$ cat config.mk
export PLATFORM = sky130hd
export DESIGN_NAME = periph_bridge
export DESIGN_NICKNAME = d
export VERILOG_FILES = /design/src/rtl/bridge_pkg.sv /design/src/rtl/irq_ctrl.sv /design/src/rtl/periph_bridge.sv
export SDC_FILE = /design/constraint.sdc
export NUM_CORES = 1
export LEC_CHECK = 0
export ABC_AREA = 0
export CORE_AREA = 2 2 149 151
export CTS_CLUSTER_DIAMETER = 120
export DETAILED_ROUTE_END_ITERATION = 7
export DIE_AREA = 0 0 151 153
export HOLD_SLACK_MARGIN = 0.03
export MAX_ROUTING_LAYER = met4
export PLACE_DENSITY_LB_ADDON = 0.05
export SLEW_MARGIN = 5
export SYNTH_ARGS = -nofsm -noshare
export SYNTH_HDL_FRONTEND = slang
export SYNTH_SLANG_ARGS = --single-unit
$ cat constraint.sdc
create_clock -name clk -period 12 [get_ports clk]
set_input_delay 2.4 -clock clk [delete_from_list [all_inputs] [get_ports clk]]
set_output_delay 2.4 -clock clk [all_outputs]
set_load 0.05 [all_outputs]
$ cat src/rtl/bridge_pkg.sv
`default_nettype none
// ============================================================================
//  Module      : bridge_pkg
//  Description : Shared constants for the CPU-to-peripheral bridge: default
//                address map, control-block offsets, interrupt vector width
//                and read-source select encoding.
//  Revision    : 1.0 - initial release
// ============================================================================
package bridge_pkg;

   localparam int HWINT_W = 6;

   localparam logic [31:0] DEF_DEV_BASE   = 32'h0000_7f00;
   localparam logic [31:0] DEF_DEV_STRIDE = 32'h0000_0010;
   localparam logic [31:0] DEF_DEV_SIZE   = 32'h0000_000c;
   localparam logic [31:0] DEF_INT_BASE   = 32'h0000_7f20;
   localparam logic [31:0] DEF_CTRL_BASE  = 32'h0000_7f30;
   localparam logic [HWINT_W-1:0] DEF_EDGE_MASK = 6'b000100;

   // Byte offsets inside the control block
   localparam logic [3:0] CTRL_PEND    = 4'h0;
   localparam logic [3:0] CTRL_MASK    = 4'h4;
   localparam logic [3:0] CTRL_ACK     = 4'h8;
   localparam logic [3:0] CTRL_ERRADDR = 4'hc;

   // Source of the registered read data returned to the W stage
   typedef enum logic [2:0] {
      SEL_DM   = 3'd0,
      SEL_DEV0 = 3'd1,
      SEL_DEV1 = 3'd2,
      SEL_DEV2 = 3'd3,
      SEL_DEV3 = 3'd4,
      SEL_DEV4 = 3'd5,
      SEL_CTRL = 3'd6,
      SEL_ZERO = 3'd7
   } rd_sel_e;

   // Select code for device window idx (0..4)
   function automatic rd_sel_e dev_sel(input int idx);
      return rd_sel_e'(3'(idx + 1));
   endfunction

endpackage
`default_nettype wire

$ cat src/rtl/irq_ctrl.sv
`default_nettype none
// ============================================================================
//  Module      : irq_ctrl
//  Description : Interrupt controller: 2-flop synchroniser for external lines,
//                per-bit edge/level pending capture, ACK clear, mask register
//                and masked HWInt output.
//  Revision    : 1.0 - initial release
// ============================================================================
module irq_ctrl
   import bridge_pkg::*;
#(
   parameter int                 N_DEV     = 2,
   parameter int                 N_EXT     = 1,
   parameter logic [HWINT_W-1:0] EDGE_MASK = DEF_EDGE_MASK
) (
   input  logic               clk,
   input  logic               reset,
   input  logic [N_DEV-1:0]   dev_irq,
   input  logic [N_EXT-1:0]   ext_irq,
   input  logic               mask_we,
   input  logic               ack_we,
   input  logic [HWINT_W-1:0] wdata,
   output logic [HWINT_W-1:0] pending,
   output logic [HWINT_W-1:0] mask,
   output logic [HWINT_W-1:0] hwint
);

   logic [N_EXT-1:0]   sync1_d, sync1_q, sync2_d, sync2_q;
   logic [HWINT_W-1:0] raw, ack_clr;
   logic [HWINT_W-1:0] prev_d, prev_q, pend_d, pend_q, mask_d, mask_q;

   // Raw vector and next state; an edge arriving with ACK keeps its bit set
   always_comb begin
      raw                      = '0;
      raw[N_DEV-1:0]           = dev_irq;
      raw[N_DEV+N_EXT-1:N_DEV] = sync2_q;
      sync1_d = ext_irq;
      sync2_d = sync1_q;
      prev_d  = raw;
      ack_clr = ack_we ? wdata : '0;
      pend_d  = (EDGE_MASK & ((raw & ~prev_q) | (pend_q & ~ack_clr)))
              | (~EDGE_MASK & raw);
      mask_d  = mask_we ? wdata : mask_q;
   end

   // State registers; reset discards pending and reopens every line
   always_ff @(posedge clk) begin
      if (!reset) begin
         sync1_q <= '0;
         sync2_q <= '0;
         prev_q  <= '0;
         pend_q  <= '0;
         mask_q  <= '1;
      end else begin
         sync1_q <= sync1_d;
         sync2_q <= sync2_d;
         prev_q  <= prev_d;
         pend_q  <= pend_d;
         mask_q  <= mask_d;
      end
   end

   assign pending = pend_q;
   assign mask    = mask_q;
   assign hwint   = pend_q & mask_q;

endmodule
`default_nettype wire

$ cat src/rtl/periph_bridge.sv
`default_nettype none
// ============================================================================
//  Module      : periph_bridge
//  Description : M-stage bridge between the CPU, data memory, N_DEV device
//                windows and the interrupt generator. Decodes the bridge
//                region, routes word writes, returns 1-cycle read data and
//                captures bus errors.
//  Revision    : 1.0 - initial release
// ============================================================================
module periph_bridge
   import bridge_pkg::*;
#(
   parameter int                 N_DEV      = 2,
   parameter int                 N_EXT      = 1,
   parameter logic [31:0]        DEV_BASE   = DEF_DEV_BASE,
   parameter logic [31:0]        DEV_STRIDE = DEF_DEV_STRIDE,
   parameter logic [31:0]        DEV_SIZE   = DEF_DEV_SIZE,
   parameter logic [31:0]        INT_BASE   = DEF_INT_BASE,
   parameter logic [31:0]        CTRL_BASE  = DEF_CTRL_BASE,
   parameter logic [HWINT_W-1:0] EDGE_MASK  = DEF_EDGE_MASK
) (
   input  logic                 clk,
   input  logic                 reset,
   input  logic [31:0]          m_data_addr_in,
   input  logic [31:0]          m_data_wdata_in,
   input  logic [3:0]           m_data_byteen_in,
   input  logic                 m_data_re,
   input  logic [31:0]          m_data_rdata,
   output logic [31:0]          m_data_rdata_out,
   output logic [31:0]          m_data_addr,
   output logic [31:0]          m_data_wdata,
   output logic [3:0]           m_data_byteen,
   output logic [31:0]          dev_addr,
   output logic [31:0]          dev_wdata,
   output logic [N_DEV-1:0]     dev_we,
   input  logic [32*N_DEV-1:0]  dev_rdata,
   input  logic [N_DEV-1:0]     dev_irq,
   input  logic [N_EXT-1:0]     ext_irq,
   output logic [31:0]          m_int_addr,
   output logic [3:0]           m_int_byteen,
   output logic [HWINT_W-1:0]   HWInt,
   output logic                 bus_err
);

   logic [N_DEV-1:0]   dev_hit;
   logic [31:0]        int_off, ctrl_off;
   logic [3:0]         ctrl_byte;
   logic               int_hit, ctrl_hit, in_region, access;
   logic               full_wr, part_wr, bus_error;
   logic               ctrl_wr, mask_we, ack_we, eclr_we;
   rd_sel_e            rd_sel_d, rd_sel_q;
   logic [31:0]        rdata_d, rdata_q, erraddr_d, erraddr_q;
   logic               bus_err_d, bus_err_q;
   logic [HWINT_W-1:0] pending, mask;

   // Per-device window decode and full-word write enable
   for (genvar gi = 0; gi < N_DEV; gi++) begin : g_dev_dec
      localparam logic [31:0] BASE = DEV_BASE + DEV_STRIDE * 32'(gi);
      logic [31:0] off;
      assign off          = m_data_addr_in - BASE;
      assign dev_hit[gi]  = (m_data_addr_in >= BASE) && (off < DEV_SIZE);
      assign dev_we[gi]   = dev_hit[gi] && full_wr;
   end

   // Region decode, error classification and control-register write strobes
   always_comb begin
      int_off   = m_data_addr_in - INT_BASE;
      ctrl_off  = m_data_addr_in - CTRL_BASE;
      int_hit   = (m_data_addr_in >= INT_BASE) && (int_off < 32'd4);
      ctrl_hit  = (m_data_addr_in >= CTRL_BASE) && (ctrl_off < 32'd16);
      ctrl_byte = {ctrl_off[3:2], 2'b00};
      in_region = (m_data_addr_in >= DEV_BASE) && (m_data_addr_in <= CTRL_BASE + 32'd15);
      access    = m_data_re || (m_data_byteen_in != 4'h0);
      full_wr   = (m_data_byteen_in == 4'hf);
      part_wr   = (m_data_byteen_in != 4'h0) && !full_wr;
      bus_error = in_region && access &&
                  (!((|dev_hit) || int_hit || ctrl_hit) || (((|dev_hit) || ctrl_hit) && part_wr));
      ctrl_wr   = ctrl_hit && full_wr;
      mask_we   = ctrl_wr && (ctrl_byte == CTRL_MASK);
      ack_we    = ctrl_wr && (ctrl_byte == CTRL_ACK);
      eclr_we   = ctrl_wr && (ctrl_byte == CTRL_ERRADDR);
   end

   assign m_data_addr   = m_data_addr_in;
   assign m_data_wdata  = m_data_wdata_in;
   assign m_data_byteen = in_region ? 4'h0 : m_data_byteen_in;
   assign dev_addr      = m_data_addr_in;
   assign dev_wdata     = m_data_wdata_in;
   assign m_int_addr    = int_hit ? m_data_addr_in : 32'h0;
   assign m_int_byteen  = int_hit ? m_data_byteen_in : 4'h0;

   // Read source select and registered device/control data; idle cycles return 0
   always_comb begin
      rd_sel_d = SEL_ZERO;
      rdata_d  = '0;
      if (m_data_re) begin
         if (!in_region) begin
            rd_sel_d = SEL_DM;
         end else if (ctrl_hit) begin
            rd_sel_d = SEL_CTRL;
            case (ctrl_byte)
               CTRL_PEND:    rdata_d = {{(32-HWINT_W){1'b0}}, pending};
               CTRL_MASK:    rdata_d = {{(32-HWINT_W){1'b0}}, mask};
               CTRL_ERRADDR: rdata_d = erraddr_q;
               default:      rdata_d = '0;
            endcase
         end else begin
            for (int i = 0; i < N_DEV; i++) begin
               if (dev_hit[i]) begin
                  rd_sel_d = dev_sel(i);
                  rdata_d  = dev_rdata[32*i +: 32];
               end
            end
         end
      end
   end

   // Sticky error capture; a new error outranks a same-cycle clear
   always_comb begin
      bus_err_d = bus_err_q;
      erraddr_d = erraddr_q;
      if (bus_error) begin
         bus_err_d = 1'b1;
         erraddr_d = m_data_addr_in;
      end else if (eclr_we) begin
         bus_err_d = 1'b0;
      end
   end

   // Bridge state registers
   always_ff @(posedge clk) begin
      if (!reset) begin
         rd_sel_q  <= SEL_ZERO;
         rdata_q   <= '0;
         bus_err_q <= 1'b0;
         erraddr_q <= '0;
      end else begin
         rd_sel_q  <= rd_sel_d;
         rdata_q   <= rdata_d;
         bus_err_q <= bus_err_d;
         erraddr_q <= erraddr_d;
      end
   end

   // DM data arrives one cycle after its address, so it passes through live
   assign m_data_rdata_out = (rd_sel_q == SEL_DM) ? m_data_rdata : rdata_q;
   assign bus_err          = bus_err_q;

   irq_ctrl #(
      .N_DEV     (N_DEV),
      .N_EXT     (N_EXT),
      .EDGE_MASK (EDGE_MASK)
   ) u_irq (
      .clk     (clk),
      .reset   (reset),
      .dev_irq (dev_irq),
      .ext_irq (ext_irq),
      .mask_we (mask_we),
      .ack_we  (ack_we),
      .wdata   (m_data_wdata_in[HWINT_W-1:0]),
      .pending (pending),
      .mask    (mask),
      .hwint   (HWInt)
   );

endmodule
`default_nettype wire

=== Word level (Yosys, flattened, before mapping) ===
Index checks and enable logic that the tools add are counted.

* Register bits after elaboration: 82
* Word-level logic and storage cells: 77

* Reduce and logical (&&, ||, !) cells: 29
* $lt $le $gt $ge: 9
* Mux-type cells: 15
* Add/subtract/negate cells: 4
* Equal/unequal tests: 4
* Bitwise operators: 7

{| class="wikitable"
|+ Operators with widths
! kind !! number
|-
| 32-bit 2-to-1 mux || 5
|-
| 32-bit by 15-bit >= comparator with 1-bit output (second input constant) || 4
|-
| 32-bit by 15-bit subtractor with 32-bit output (second input constant) || 4
|-
| 32-bit case mux with 3 select lines || 1
|-
| 32-bit by 4-bit less-than comparator with 1-bit output (second input constant) || 2
|-
| 32-bit by 15-bit less-or-equal comparator with 1-bit output (second input constant) || 1
|-
| 32-bit by 3-bit less-than comparator with 1-bit output (second input constant) || 1
|-
| 32-bit by 5-bit less-than comparator with 1-bit output (second input constant) || 1
|-
| 1-bit logical AND || 15
|-
| 3-bit 2-to-1 mux || 5
|-
| 4-bit 2-to-1 mux || 2
|-
| 3-bit AND || 2
|-
| 3-bit by 6-bit AND with 6-bit output || 1
|-
| 3-bit inverter || 2
|-
| 1-bit logical OR || 5
|-
| 2-bit equality test (second input constant) || 2
|-
| 4-bit equality test (second input constant) || 1
|-
| 4-bit logical NOT || 1
|-
| 4-bit nonzero test || 1
|-
| 3-bit logical NOT || 1
|-
| 3-bit by 2-bit OR with 3-bit output || 1
|-
| 3-bit OR || 1
|-
| 3-bit AND reduction || 1
|-
| 2-bit by 1-bit equality test with 1-bit output (second input constant) || 1
|-
| 5 further kinds || 7
|}

=== Logic depth before layout (Yosys ltp) ===
* Depth after elaboration: 10
* Mapped depth: 12
* Depth with buffers taken out: 10

=== Hierarchy ===
A second synthesis with hierarchy kept.

* Cells, all modules: 821
* Area, all modules: 6727.7 um^2

{| class="wikitable"
|+ By module, submodules not included
! module !! sequential area each (um^2) !! times used !! area each (um^2) !! cells an instance
|-
| periph_bridge || 1361.3 || 1 || 6251.0 || 775
|-
| irq_ctrl || 240.2 || 1 || 476.7 || 46
|}

=== Worst setup path before layout ===
OpenSTA, ideal clock, no wires.

* Path type: input port to output port
* Start: in m_data_addr_in[5]
* End: out m_int_addr[0]
* Path buffers: 1
* Stages on the path: 9
* Path slack: 3.719 ns
* Data required time: 9.600 ns
* Data arrival time: 5.881 ns
* Cell sequence: buf_2 > inv_1 > ha_1 > nor2b_1 > nor3_2 > a2111oi_0 > o221ai_1 > nor4_2 > and2_1

* Longest elaborated chain between the ends: 4

{| class="wikitable"
|+ RTL lines
! what !! RTL line !! text
|-
| start: declaration || periph_bridge.sv:24 || <nowiki>input logic [31:0] m_data_addr_in,</nowiki>
|-
| 32-bit by 15-bit subtractor with 32-bit output || periph_bridge.sv:67 || <nowiki>int_off = m_data_addr_in - INT_BASE;</nowiki>
|-
| 32-bit by 3-bit less-than comparator with 1-bit output || periph_bridge.sv:69 || <nowiki>int_hit = (m_data_addr_in >= INT_BASE) && (int_off < 32'd4);</nowiki>
|-
| 1-bit logical AND (*) || periph_bridge.sv:69 ||
|-
| 32-bit 2-to-1 mux (*) || periph_bridge.sv:89 || <nowiki>assign m_int_addr = int_hit ? m_data_addr_in : 32'h0;</nowiki>
|-
| end: declaration || periph_bridge.sv:39 || <nowiki>output logic [31:0] m_int_addr,</nowiki>
|}

Mark *: on every way between the ends. The rest lies on a longest branch, timed or not.

=== Worst setup path in the final report ===
* Start: in m_data_addr_in[18]
* End: out dev_we[1]

* Longest elaborated chain between the ends: 4

{| class="wikitable"
|+ RTL lines
! what !! RTL line !! text
|-
| 32-bit by 15-bit subtractor with 32-bit output || periph_bridge.sv:60 || <nowiki>assign off = m_data_addr_in - BASE;</nowiki>
|-
| 32-bit by 4-bit less-than comparator with 1-bit output || periph_bridge.sv:61 || <nowiki>assign dev_hit[gi] = (m_data_addr_in >= BASE) && (off < DEV_SIZE);</nowiki>
|-
| 1-bit logical AND (*) || periph_bridge.sv:61 ||
|-
| 1-bit logical AND (*) || periph_bridge.sv:62 || <nowiki>assign dev_we[gi] = dev_hit[gi] && full_wr;</nowiki>
|-
| end: declaration || periph_bridge.sv:35 || <nowiki>output logic [N_DEV-1:0] dev_we,</nowiki>
|}

Marked as above.

==> results.ini <==
[final_layout]
antennaDiodeCount=0
drive_above_1_share=0.108
mostFrequentLayoutCells=277 x clkdlybuf4s50_1, 80 x dfxtp_1, 55 x nor2_1
nNetsFinal=1097
area_delta_synth_final_pct=32.8
layout_commonest_cell=clkdlybuf4s50_1

[detailed_routing]
first_iter_violations=672
wl_um=26800
top_layer=met4
antenna_left=0
vias=6633
wl_met1_um=11800
wire_per_inst_um=22.1
wl_met2_um=12200
via_per_inst=5.49
wl_met3_um=2250
drtPass1Iterations=8
route.detailed.drc=0

[clock_tree]
cts_hold_buf=0
cts-root-buf=clkbuf_16
cts_buffer_depth=2
postCtsSetupRepairBufs=0
ctsResizeCount=0
cts.sinks=80
htree_levels=3
clock_latency_ps=340
cts_tree=built
numCtsBuffers=9
path_clk_slew_ps=60

[worst_setup_path]
worstSetupStartpointType=primary input
required_ps=9600
critPathArrivalTime_ps=7470
crit_buf_inv=3
worstSetupPathType=in -> out
crit_fanout=34
slowest_stage=nor3_1
path_cells=clkdlybuf4s50_1, nor3_1, nand3_2, nor3_1, mux2i_1, or3_1, nor4_4, buf_4, and2_1, clkdlybuf4s50_1
crit_path_max_incr_delay_ps=1060
cpLargestDelayFamily=simple AND/OR/NAND/NOR gates
critPathCaptureType=output pin

[yosys]
synth_cells=810
mappedNetlistArea_um2=6760
synth_edf_count=0
ys.flop_type=dfxtp_1
syn_area_per_cell_um2=8.34
postSynth.asyncResetShare=0
synth-warning-count=0
synth-seq-cells=80
seq_area_frac_synth=0.237
netlist.top_cell.by_area=dfxtp_1
synth_top_area_share=0.237
synthTopCellsByArea=dfxtp_1 24%, buf_4 17%, mux2_2 6.3%
yosysUniqueCellTypes=83

[global_routing]
grt_start_max_net_pins=53
antenna_found_initial=0
grt_pass1_wl_um=39600
grt_pass1_vias=6357
grt_util_all_layers=0.230
grt_remaining_overflow=0

[sta]
post-route-period-util=0.822
worst_pin_slew_ps=1140
max_clock_freq_mhz=101
skew_ps=6.10
max_slew_margin=0.232
finalSetupViolCount=0
rsz0062_at_grt=no
report.final.slew_viol_count=0
period_minus_slack_ps=9870
finalSetupTns_ps=0
hold_viol=0

[floorplan]
rows=54
core_area_um2=21500
die_area_um2=23100
die_width_um=151
io_pins=379
die_h_um=153
start_util=0.315

[pwr]
p_per_area_nw_per_um2=84.5
ir_drop_uv=69.2
power_uw=758
leakagePower_uw=0.00317

[outcome]
status=completed

[hold_path]
hold_class=reg -> reg

[job]
drv_cap=0

[place]
portBuffers=277
place_hpwl_um=20500
gp_congestion=0.972

-- synth_stat cells (19+ instances only) --
cell type / instances
clkbuf_1: 33
dfxtp_1: 80
and2_1: 25
o21ai_0: 19
nor2_1: 55
nor4_1: 24
buf_2: 21
nor3_1: 23
mux2_2: 38
a222oi_1: 28
nand2_1: 44
and3b_1: 20
buf_4: 152
-- per-layer routing --
metal / GRT usage / vias up
li1: - / 3066
met1: 0.308 / 3171
met2: 0.358 / 337
met3: 0.0457 / 59
met4: 0.0490 / 0
met5: - / -
-- stage by stage --
step,util,hold WS (ps),instance area (um^2),setup slack (ps),cells
after detailed placement,0.404,440,8680,2240,1193
after CTS,0.418,460,8970,2220,1209
after floorplan,-,412,6840,3720,832
after global placement,0.404,425,8680,2340,1193
final,0.418,458,8970,2130,1209
after global routing,0.418,473,8970,1900,1209
-- worst paths after layout --
kind | start | to | slack, ps | cells after the start
min reg2reg | u_irq.sync1_q$_SDFF_PN0_ | u_irq.sync2_q$_SDFF_PN0_ | 460 | 1
max | m_data_addr_in[18] | dev_we[1] | 2130 | 10
max reg2reg | u_irq.mask[1]$_SDFFE_PN1P_ | rdata_q[1]$_SDFF_PN0_ | 10710 | 4
min | u_irq.sync1_q$_SDFF_PN0_ | u_irq.sync2_q$_SDFF_PN0_ | 460 | 1
-- flip-flops by register name, indices dropped and copies added (netlist names) --
register,flops
u_irq.mask,6
u_irq.sync1_q,1
rdata_q,32
u_irq.sync2_q,1
erraddr_q,32
u_irq.pending,3
rd_sel_q,3
u_irq.prev_q,1
bus_err,1
-- kinds of logic after synthesis --
logic type,share of synthesized area
AND/OR/NAND/NOR,0.250
XOR/XNOR,0.0168
adder cells (fa/ha/maj),0.00722
buffers and inverters,0.213
other,0.000555
multiplexers,0.0885
AO/OA/AOI/OAI,0.187
flip-flops,0.237
-- where the power goes --
group / internal, uW / switching [uW] / leakage (uW)
logic: 85.8 / 140 / 0.00239
clock network: 148 / 116 / 0.000137
registers: 267 / 0.648 / 0.000646
total: 501 / 257 / 0.00317
-- worst register-to-register path, stage by stage, from the launching register on --
cell,delay [ps]
dfxtp_1,320
mux2_2,260
a22o_1,190
a222oi_1,330
nor2_1,60
-- layout make-up --
type / instances / area [um^2]
fill: 2195 / 12500
multi-input combinational: 534 / 3830
timing repair buffer: 290 / 2870
sequential: 80 / 1600
tap: 280 / 350
clock buffer: 10 / 239
clock inverter: 6 / 48.8
inverter: 9 / 33.8
No activity file was read; power rests on OpenSTA's default activity.
